===== config.mk =====
export PLATFORM = sky130hd
export DESIGN_NAME = reg_file
export DESIGN_NICKNAME = d
export VERILOG_FILES = /design/src/rtl/reg_file_pkg.sv /design/src/rtl/reg_file_scoreboard.sv /design/src/rtl/reg_file.sv
export SDC_FILE = /design/constraint.sdc
export NUM_CORES = 2
export LEC_CHECK = 0
export CORE_ASPECT_RATIO = 0.5
export CORE_MARGIN = 2
export CORE_UTILIZATION = 30
export DETAILED_ROUTE_END_ITERATION = 8
export GPL_TIMING_DRIVEN = 1
export PLACE_DENSITY = 0.55
export SYNTH_ARGS = -nofsm -noshare
export SYNTH_HDL_FRONTEND = slang
export SYNTH_SLANG_ARGS = --single-unit

===== constraint.sdc =====
create_clock -name clk -period 9.5 [get_ports clk]
set_clock_uncertainty 0.1 [all_clocks]
set_input_delay 1.9 -clock clk [delete_from_list [all_inputs] [get_ports clk]]
set_output_delay 1.9 -clock clk [all_outputs]
set_load 0.005 [all_outputs]

===== src/rtl/reg_file_pkg.sv =====
// Shared widths for the integer register file, ALU and decode.
// Keeps operand and result widths consistent across the pipeline.
package reg_file_pkg;

  localparam int XLEN = 32;
  localparam int NREG = 32;
  localparam int AW   = 5;

  localparam logic [AW-1:0] ZERO_REG = '0;

  function automatic logic is_arch(input logic [AW-1:0] a);
    return a != ZERO_REG;
  endfunction

endpackage


===== src/rtl/reg_file_scoreboard.sv =====
// Busy-bit scoreboard: destination reservations, reserved-register
// count and the decode stall flag.
module reg_scoreboard
  import reg_file_pkg::*;
(
  input  logic          clk,
  input  logic          rst_n,
  input  logic [AW-1:0] rs1_addr,
  input  logic [AW-1:0] rs2_addr,
  input  logic          wr_en,
  input  logic [AW-1:0] rd_addr,
  input  logic          issue_en,
  input  logic [AW-1:0] issue_addr,
  output logic          hazard,
  output logic [AW:0]   busy_cnt
);

  logic [NREG-1:0] busy;
  logic [NREG-1:0] busy_nxt;
  logic            wr_hit;
  logic            iss_hit;
  logic            inc;
  logic            dec;
  logic            haz1;
  logic            haz2;

  assign wr_hit  = wr_en && is_arch(rd_addr);
  assign iss_hit = issue_en && is_arch(issue_addr);

  // A new producer supersedes the one being written back.
  assign inc = iss_hit && !busy[issue_addr];
  assign dec = wr_hit && busy[rd_addr]
            && !(iss_hit && issue_addr == rd_addr);

  always_comb begin
    busy_nxt = busy;
    if (wr_hit)
      busy_nxt[rd_addr] = 1'b0;
    if (iss_hit)
      busy_nxt[issue_addr] = 1'b1;
  end

  always_ff @(posedge clk or negedge rst_n) begin
    if (!rst_n) begin
      busy     <= '0;
      busy_cnt <= '0;
    end else begin
      busy     <= busy_nxt;
      busy_cnt <= busy_cnt + (AW+1)'(inc) - (AW+1)'(dec);
    end
  end

  assign haz1 = is_arch(rs1_addr) && busy[rs1_addr]
             && !(wr_en && rd_addr == rs1_addr);
  assign haz2 = is_arch(rs2_addr) && busy[rs2_addr]
             && !(wr_en && rd_addr == rs2_addr);

  assign hazard = haz1 || haz2;

endmodule


===== src/rtl/reg_file.sv =====
// Integer register file with write-back bypass; sources ALU
// operands rs1/rs2 and sinks the ALU result rd.
module reg_file
  import reg_file_pkg::*;
(
  input  logic            clk,
  input  logic            rst_n,
  input  logic [AW-1:0]   rs1_addr,
  input  logic [AW-1:0]   rs2_addr,
  output logic [XLEN-1:0] rs1,
  output logic [XLEN-1:0] rs2,
  input  logic            wr_en,
  input  logic [AW-1:0]   rd_addr,
  input  logic [XLEN-1:0] rd,
  input  logic            issue_en,
  input  logic [AW-1:0]   issue_addr,
  output logic            hazard,
  output logic [AW:0]     busy_cnt
);

  logic [XLEN-1:0] regs [NREG];

  always_ff @(posedge clk or negedge rst_n) begin
    if (!rst_n) begin
      for (int i = 0; i < NREG; i++)
        regs[i] <= '0;
    end else if (wr_en && is_arch(rd_addr)) begin
      regs[rd_addr] <= rd;
    end
  end

  always_comb begin
    rs1 = regs[rs1_addr];
    if (!is_arch(rs1_addr))
      rs1 = '0;
    else if (wr_en && rd_addr == rs1_addr)
      rs1 = rd;
  end

  always_comb begin
    rs2 = regs[rs2_addr];
    if (!is_arch(rs2_addr))
      rs2 = '0;
    else if (wr_en && rd_addr == rs2_addr)
      rs2 = rd;
  end

  reg_scoreboard u_sb (
    .clk        (clk),
    .rst_n      (rst_n),
    .rs1_addr   (rs1_addr),
    .rs2_addr   (rs2_addr),
    .wr_en      (wr_en),
    .rd_addr    (rd_addr),
    .issue_en   (issue_en),
    .issue_addr (issue_addr),
    .hazard     (hazard),
    .busy_cnt   (busy_cnt)
  );

endmodule


# ---- Word level (Yosys, flattened, before mapping)
# Cells that the tools add are included.
dict set report op_classes {
  bitwise_logic 6
  eq_ne 3
  n_mux 27
  magnitude_cmp 10
  n_addsub 2
  reduce_logical 24
}
# cell count
set ops {}
lappend ops {{$bwmux W1024} 1}
lappend ops {{$mux W32} 11}
lappend ops {{$bmux W32 S5} 2}
lappend ops {{$demux W32 S5} 1}
lappend ops {{$and A32 B32 Y32} 1}
lappend ops {{$not A32 Y32} 1}
lappend ops {{$or A32 B32 Y32} 1}
lappend ops {{$lt A5 B6 Y1 const B} 4}
lappend ops {{$bmux W1 S5} 4}
lappend ops {{$reduce_bool A5 Y1} 4}
lappend ops {{$ge A6 B6 Y1 const B} 3}
lappend ops {{$not A5 Y6} 3}
lappend ops {{$eq A5 B5 Y1} 3}
lappend ops {{$logic_and A1 B1 Y1} 15}
lappend ops {{$demux W1 S5} 2}
lappend ops {{$ge A5 B1 Y1 const B} 2}
lappend ops {{$add A6 B1 Y6} 1}
lappend ops {{$lt A6 B1 Y1 const B} 1}
lappend ops {{$mux W1} 6}
lappend ops {{$sub A6 B1 Y6} 1}
lappend ops {{$logic_not A1 Y1} 4}
lappend ops {{$logic_or A1 B1 Y1} 1}
dict set report totals {
  regBits 1062
  word_cells 106
}

# ---- Depth between registers and ports, before layout
dict set report logic_depth {
  depth_word 9
  mapped_depth 16
  ltp_nobuf 14
}

# ---- Modules after synthesis
# A second synthesis with hierarchy kept.
dict set report hier_totals {
  cells_unflattened 4043
  hier_area_um2 57950.6
}
# mod cells_each seq_area_each_um2 area_per_inst_um2 n_inst
set modules_own_cells {}
lappend modules_own_cells {reg_file 3747 25624.6 54913.9 1}
lappend modules_own_cells {reg_scoreboard 296 950.9 3036.7 1}

# ---- Worst setup path after synthesis
# OpenSTA, ideal clock, no wires.
dict set report synth_path {
  kind {in2out}
  start {input port rs2_addr[1]}
  end {output port rs2[17]}
  t_arrival_ns 3.712
  path_buffers 4
  path_slack_ns 3.788
  required_ns 7.500
  stages 8
  path_cell_list {buf_2 buf_4 buf_2 clkbuf_1 mux4_2 mux2_2 a221oi_1 o2bb2ai_1}
}
dict set report synth_via {
  elab_chain_cells 6
  elab_cells_between_ends 9
  cone_classes {eq/ne: 1; mux: 5; bitwise: 1; reduce/logical: 2}
}
# item line
set synth_rtl {}
lappend synth_rtl {{start, declared} reg_file.sv:9} ;# input logic [AW-1:0] rs2_addr,
lappend synth_rtl {{$not A5 Y6 (not written as such)} reg_file.sv:41} ;# rs2 = regs[rs2_addr];
lappend synth_rtl {{$bmux W32 S5} reg_file.sv:41}
lappend synth_rtl {{$mux W32 (not written as such) (2 in a row)} reg_file.sv:41}
lappend synth_rtl {{$mux W32} reg_file.sv:44} ;# else if (wr_en && rd_addr == rs2_addr)
lappend synth_rtl {{$mux W32 *} reg_file.sv:42} ;# if (!is_arch(rs2_addr))
lappend synth_rtl {{end, declared} reg_file.sv:11} ;# output logic [XLEN-1:0] rs2,
# Every way passes the cells marked *; elsewhere a longest branch is shown, timed or not. The select of a mux whose other input is x is not followed.

# ---- Final worst setup path
dict set report layout_path {
  start {input port rd_addr[3]}
  end {output port rs1[7]}
}
dict set report layout_via {
  elab_chain_cells 4
}
# item line
set layout_rtl {}
lappend layout_rtl {{start, declared} reg_file.sv:13} ;# input logic [AW-1:0] rd_addr,
lappend layout_rtl {{$eq A5 B5 Y1} reg_file.sv:36} ;# else if (wr_en && rd_addr == rs1_addr)
lappend layout_rtl {{$logic_and A1 B1 Y1} reg_file.sv:36}
lappend layout_rtl {{$mux W32} reg_file.sv:36}
lappend layout_rtl {{$mux W32} reg_file.sv:34} ;# if (!is_arch(rs1_addr))
lappend layout_rtl {{end, declared} reg_file.sv:10} ;# output logic [XLEN-1:0] rs1,
# No other way between the ends.

==> impl_metrics.env <==
export IMPL_drc=0
export IMPL_syn_nets=4072
export IMPL_p_seq_frac=0.440
export IMPL_cts_tree="yes"
export IMPL_clk_latency_ps=750
export IMPL_nNetsFinal=3978
export IMPL_gp_congestion=0.843
export IMPL_wl_per_cell_um=30.9
export IMPL_vdd_ir_drop_max_mv=0.173
export IMPL_total_power_w=0.0138
export IMPL_min_period_over_period=0.871
export IMPL_syn2layout_area_growth_pct=13.4
export IMPL_worstHoldPathCells=0
export IMPL_routed_via_density=5.79
export IMPL_hp_class="reg2reg"
export IMPL_drv_cap=0
export IMPL_std_cell_rows=114
export IMPL_finalSetupViolations=0
export IMPL_dieHeight_um=315
export IMPL_fmaxAchievable_mhz=121
export IMPL_p_sw_w=0.00387
export IMPL_cts_resized=0
export IMPL_die_area_sq_um=197000
export IMPL_cts_reportedPaths_clkPinSlew_ps=60
export IMPL_power_leakage_nw=27.6
export IMPL_slew_headroom=0.120
export IMPL_p_int_w=0.00992
export IMPL_grt_use_total=0.206
export IMPL_root_buffer="clkbuf_16"
export IMPL_arrival_ps=6270
export IMPL_hp_start="regs[993]"
export IMPL_grt_pass1_wl_um=296000
export IMPL_yosysSeqAreaShare=0.458
export IMPL_r2r_end="u_sb.busy_cnt[4]"
export IMPL_finalCriticalPeriod_ps=8270
export IMPL_yosysWarnings=0
export IMPL_outcome="complete, no violations"
export IMPL_cts_buffers=115
export IMPL_drv_slew=0
export IMPL_cp_max_fo=13
export IMPL_drtIter0Drc=3331
export IMPL_drt_wl_total_um=205000
export IMPL_finalSetupTns_ps=0
export IMPL_route_vias_total=38360
export IMPL_worstMarginPinSlew_ps=1320
export IMPL_synthArstFlopShare=1.00
export IMPL_fin_util=0.342
export IMPL_antenna_found_initial=8
export IMPL_ctsHoldBuffers=0
export IMPL_first_pass_iters=5
export IMPL_setup_ws_ps=1230
export IMPL_ys_seq_elements=1062
export IMPL_synth_area_per_cell_sq_um=14.5
export IMPL_cp_start_kind="input pin"
export IMPL_p_clk_frac=0.344
export IMPL_start_util=0.301
export IMPL_postCtsSetupBuffers=0
export IMPL_syn_area_sq_um=58100
export IMPL_synth_edf_count=0
export IMPL_reg2reg_from="u_sb.busy[9]"
export IMPL_pre_cts_ws_ps=1300
export IMPL_ant_nets=0
export IMPL_hold_viol=0
export IMPL_dpl_hpwl_um=115000
export IMPL_grt_max_degree=161
export IMPL_rr_worst_depth=13
export IMPL_fp_coreArea_sq_um=193000
export IMPL_cts_htree_levels=3
export IMPL_drive_above_1_share=0.461
export IMPL_powerDensity_nw_per_um2=209
export IMPL_fp_dieW_um=626
export IMPL_yosys_cell_types_count=65
export IMPL_cts_buffer_depth=3
export IMPL_critPathKind="in2out"
export IMPL_grt_pass1_vias=40343
export IMPL_multi_input_comb_area_sq_um=29500
export IMPL_grt_overflow=0
export IMPL_worstHoldEndpoint="regs[993]"
export IMPL_swShare=0.280
export IMPL_cp_required_ps=7500
export IMPL_ys_flop_type="dfrtp_1"
export IMPL_fillers=18532
export IMPL_postSynthCellCount=4009
export IMPL_reg2reg_setup_slack_ps=6220
export IMPL_portBuffers=126
export IMPL_register_area_sq_um=26600
export IMPL_critPathCaptureType="output port"
export IMPL_io_pin_count=127
export IMPL_power_frac_comb=0.216
export IMPL_rsz0062_at_grt="false"
export IMPL_cts_sinks=1062
## power by group through the flow
stage	clock network [W]	logic (W)	registers [W]
after CTS	0.00484	0.00299	0.00604
after global routing	0.00502	0.00319	0.00617
after floorplan	0	0.00219	0.00589
final	0.00475	0.00297	0.00607
after detailed placement	0	0.00298	0.00612
after global placement	0	0.00292	0.00603
## cells in the final DEF (no fill, tap or decap), types with 26 or more instances in the layout
cell	count
clkinv_2	26
o21ai_0	71
mux4_2	435
clkdlybuf4s50_1	115
clkbuf_8	32
a32o_1	44
buf_4	116
nor2_1	28
a211oi_1	54
mux2_2	1029
dfrtp_1	1062
a221o_1	42
a221oi_1	32
mux2i_1	282
o221ai_1	30
clkbuf_16	115
o22ai_1	47
nand2_1	60
## layer usage
metal | GRT usage | up-vias | share of wire
met3 | 0.0378 | 372 | 0.066
met2 | 0.343 | 1508 | 0.48
met1 | 0.269 | 21079 | 0.41
met5 | 0 | - | 0.00015
li1 | - | 15397 | -
met4 | 0.0752 | 4 | 0.039
## sequential cells by signal, summed over array words and instances (netlist names)
name,count
regs,1024
u_sb.busy,32
u_sb.busy_cnt,6
## through the flow
step                      instance area, sq um  hold WS (ps)  instances
after floorplan                          58100           338       4009
after global placement                   61900           276       6408
after detailed placement                 61900           284       6408
after CTS                                65900           296       6618
after global routing                     65900           305       6620
final                                    65900           292       6620
## cell families after synthesis
family | count (synthesis) | synth area share
adder cells (fa/ha/maj) | 7 | 0.00164
AND/OR/NAND/NOR | 240 | 0.0207
XOR/XNOR | 20 | 0.00302
multiplexers | 1762 | 0.421
flip-flops | 1062 | 0.458
buffers and inverters | 488 | 0.0390
AO/OA/AOI/OAI | 430 | 0.0570
## critical path: stages
cell and delay, ps:
clkdlybuf4s50_1 730, xor2_1 300, nor4_1 810, nand2_1 520, nor2_4 620, buf_4 500
a32o_1 320, clkdlybuf4s50_1 540
## how the worst max path moves through the flow
stage                          to  cells after the start   startpoint
after CTS                  rs1[7]                      8   rd_addr[3]
after detailed placement   rs1[7]                      8   rd_addr[3]
after floorplan           rs2[17]                      8  rs2_addr[1]
after global placement     rs1[6]                      8   rd_addr[3]
final                      rs1[7]                      8   rd_addr[3]
after global routing       rs1[6]                      8   rd_addr[3]
## area by class of cell
class	count	share of cell area
antenna	2	0.0000760
clock buffer	165	0.0514
clock inverter	45	0.00883
inverter	22	0.00127
multi-input combinational	2459	0.448
sequential	1062	0.403
tap	2610	0.0496
timing repair buffer	255	0.0373
## synth_stat cells, drive strengths merged, types with 14 or more instances
| cell type | instances | share of area |
|---|---|---|
| dfrtp | 1062 | 0.46 |
| mux2 | 1040 | 0.20 |
| mux4 | 440 | 0.17 |
| mux2i | 282 | 0.049 |
| clkbuf | 245 | 0.016 |
| buf | 221 | 0.022 |
| nand2 | 72 | 0.0047 |
| o21ai | 71 | 0.0061 |
| a211oi | 54 | 0.0070 |
| nor2 | 47 | 0.0031 |
| o22ai | 47 | 0.0051 |
| a32o | 44 | 0.0076 |
| a221o | 42 | 0.0072 |
| a221oi | 32 | 0.0048 |
| o221ai | 30 | 0.0045 |
| nor2b | 23 | 0.0025 |
| inv | 22 | 0.0014 |
| nand3 | 21 | 0.0018 |
| nor3 | 18 | 0.0016 |
| a22oi | 16 | 0.0021 |
| and2 | 16 | 0.0017 |
| o211ai | 14 | 0.0018 |
Power figures use the tool's default switching activity.
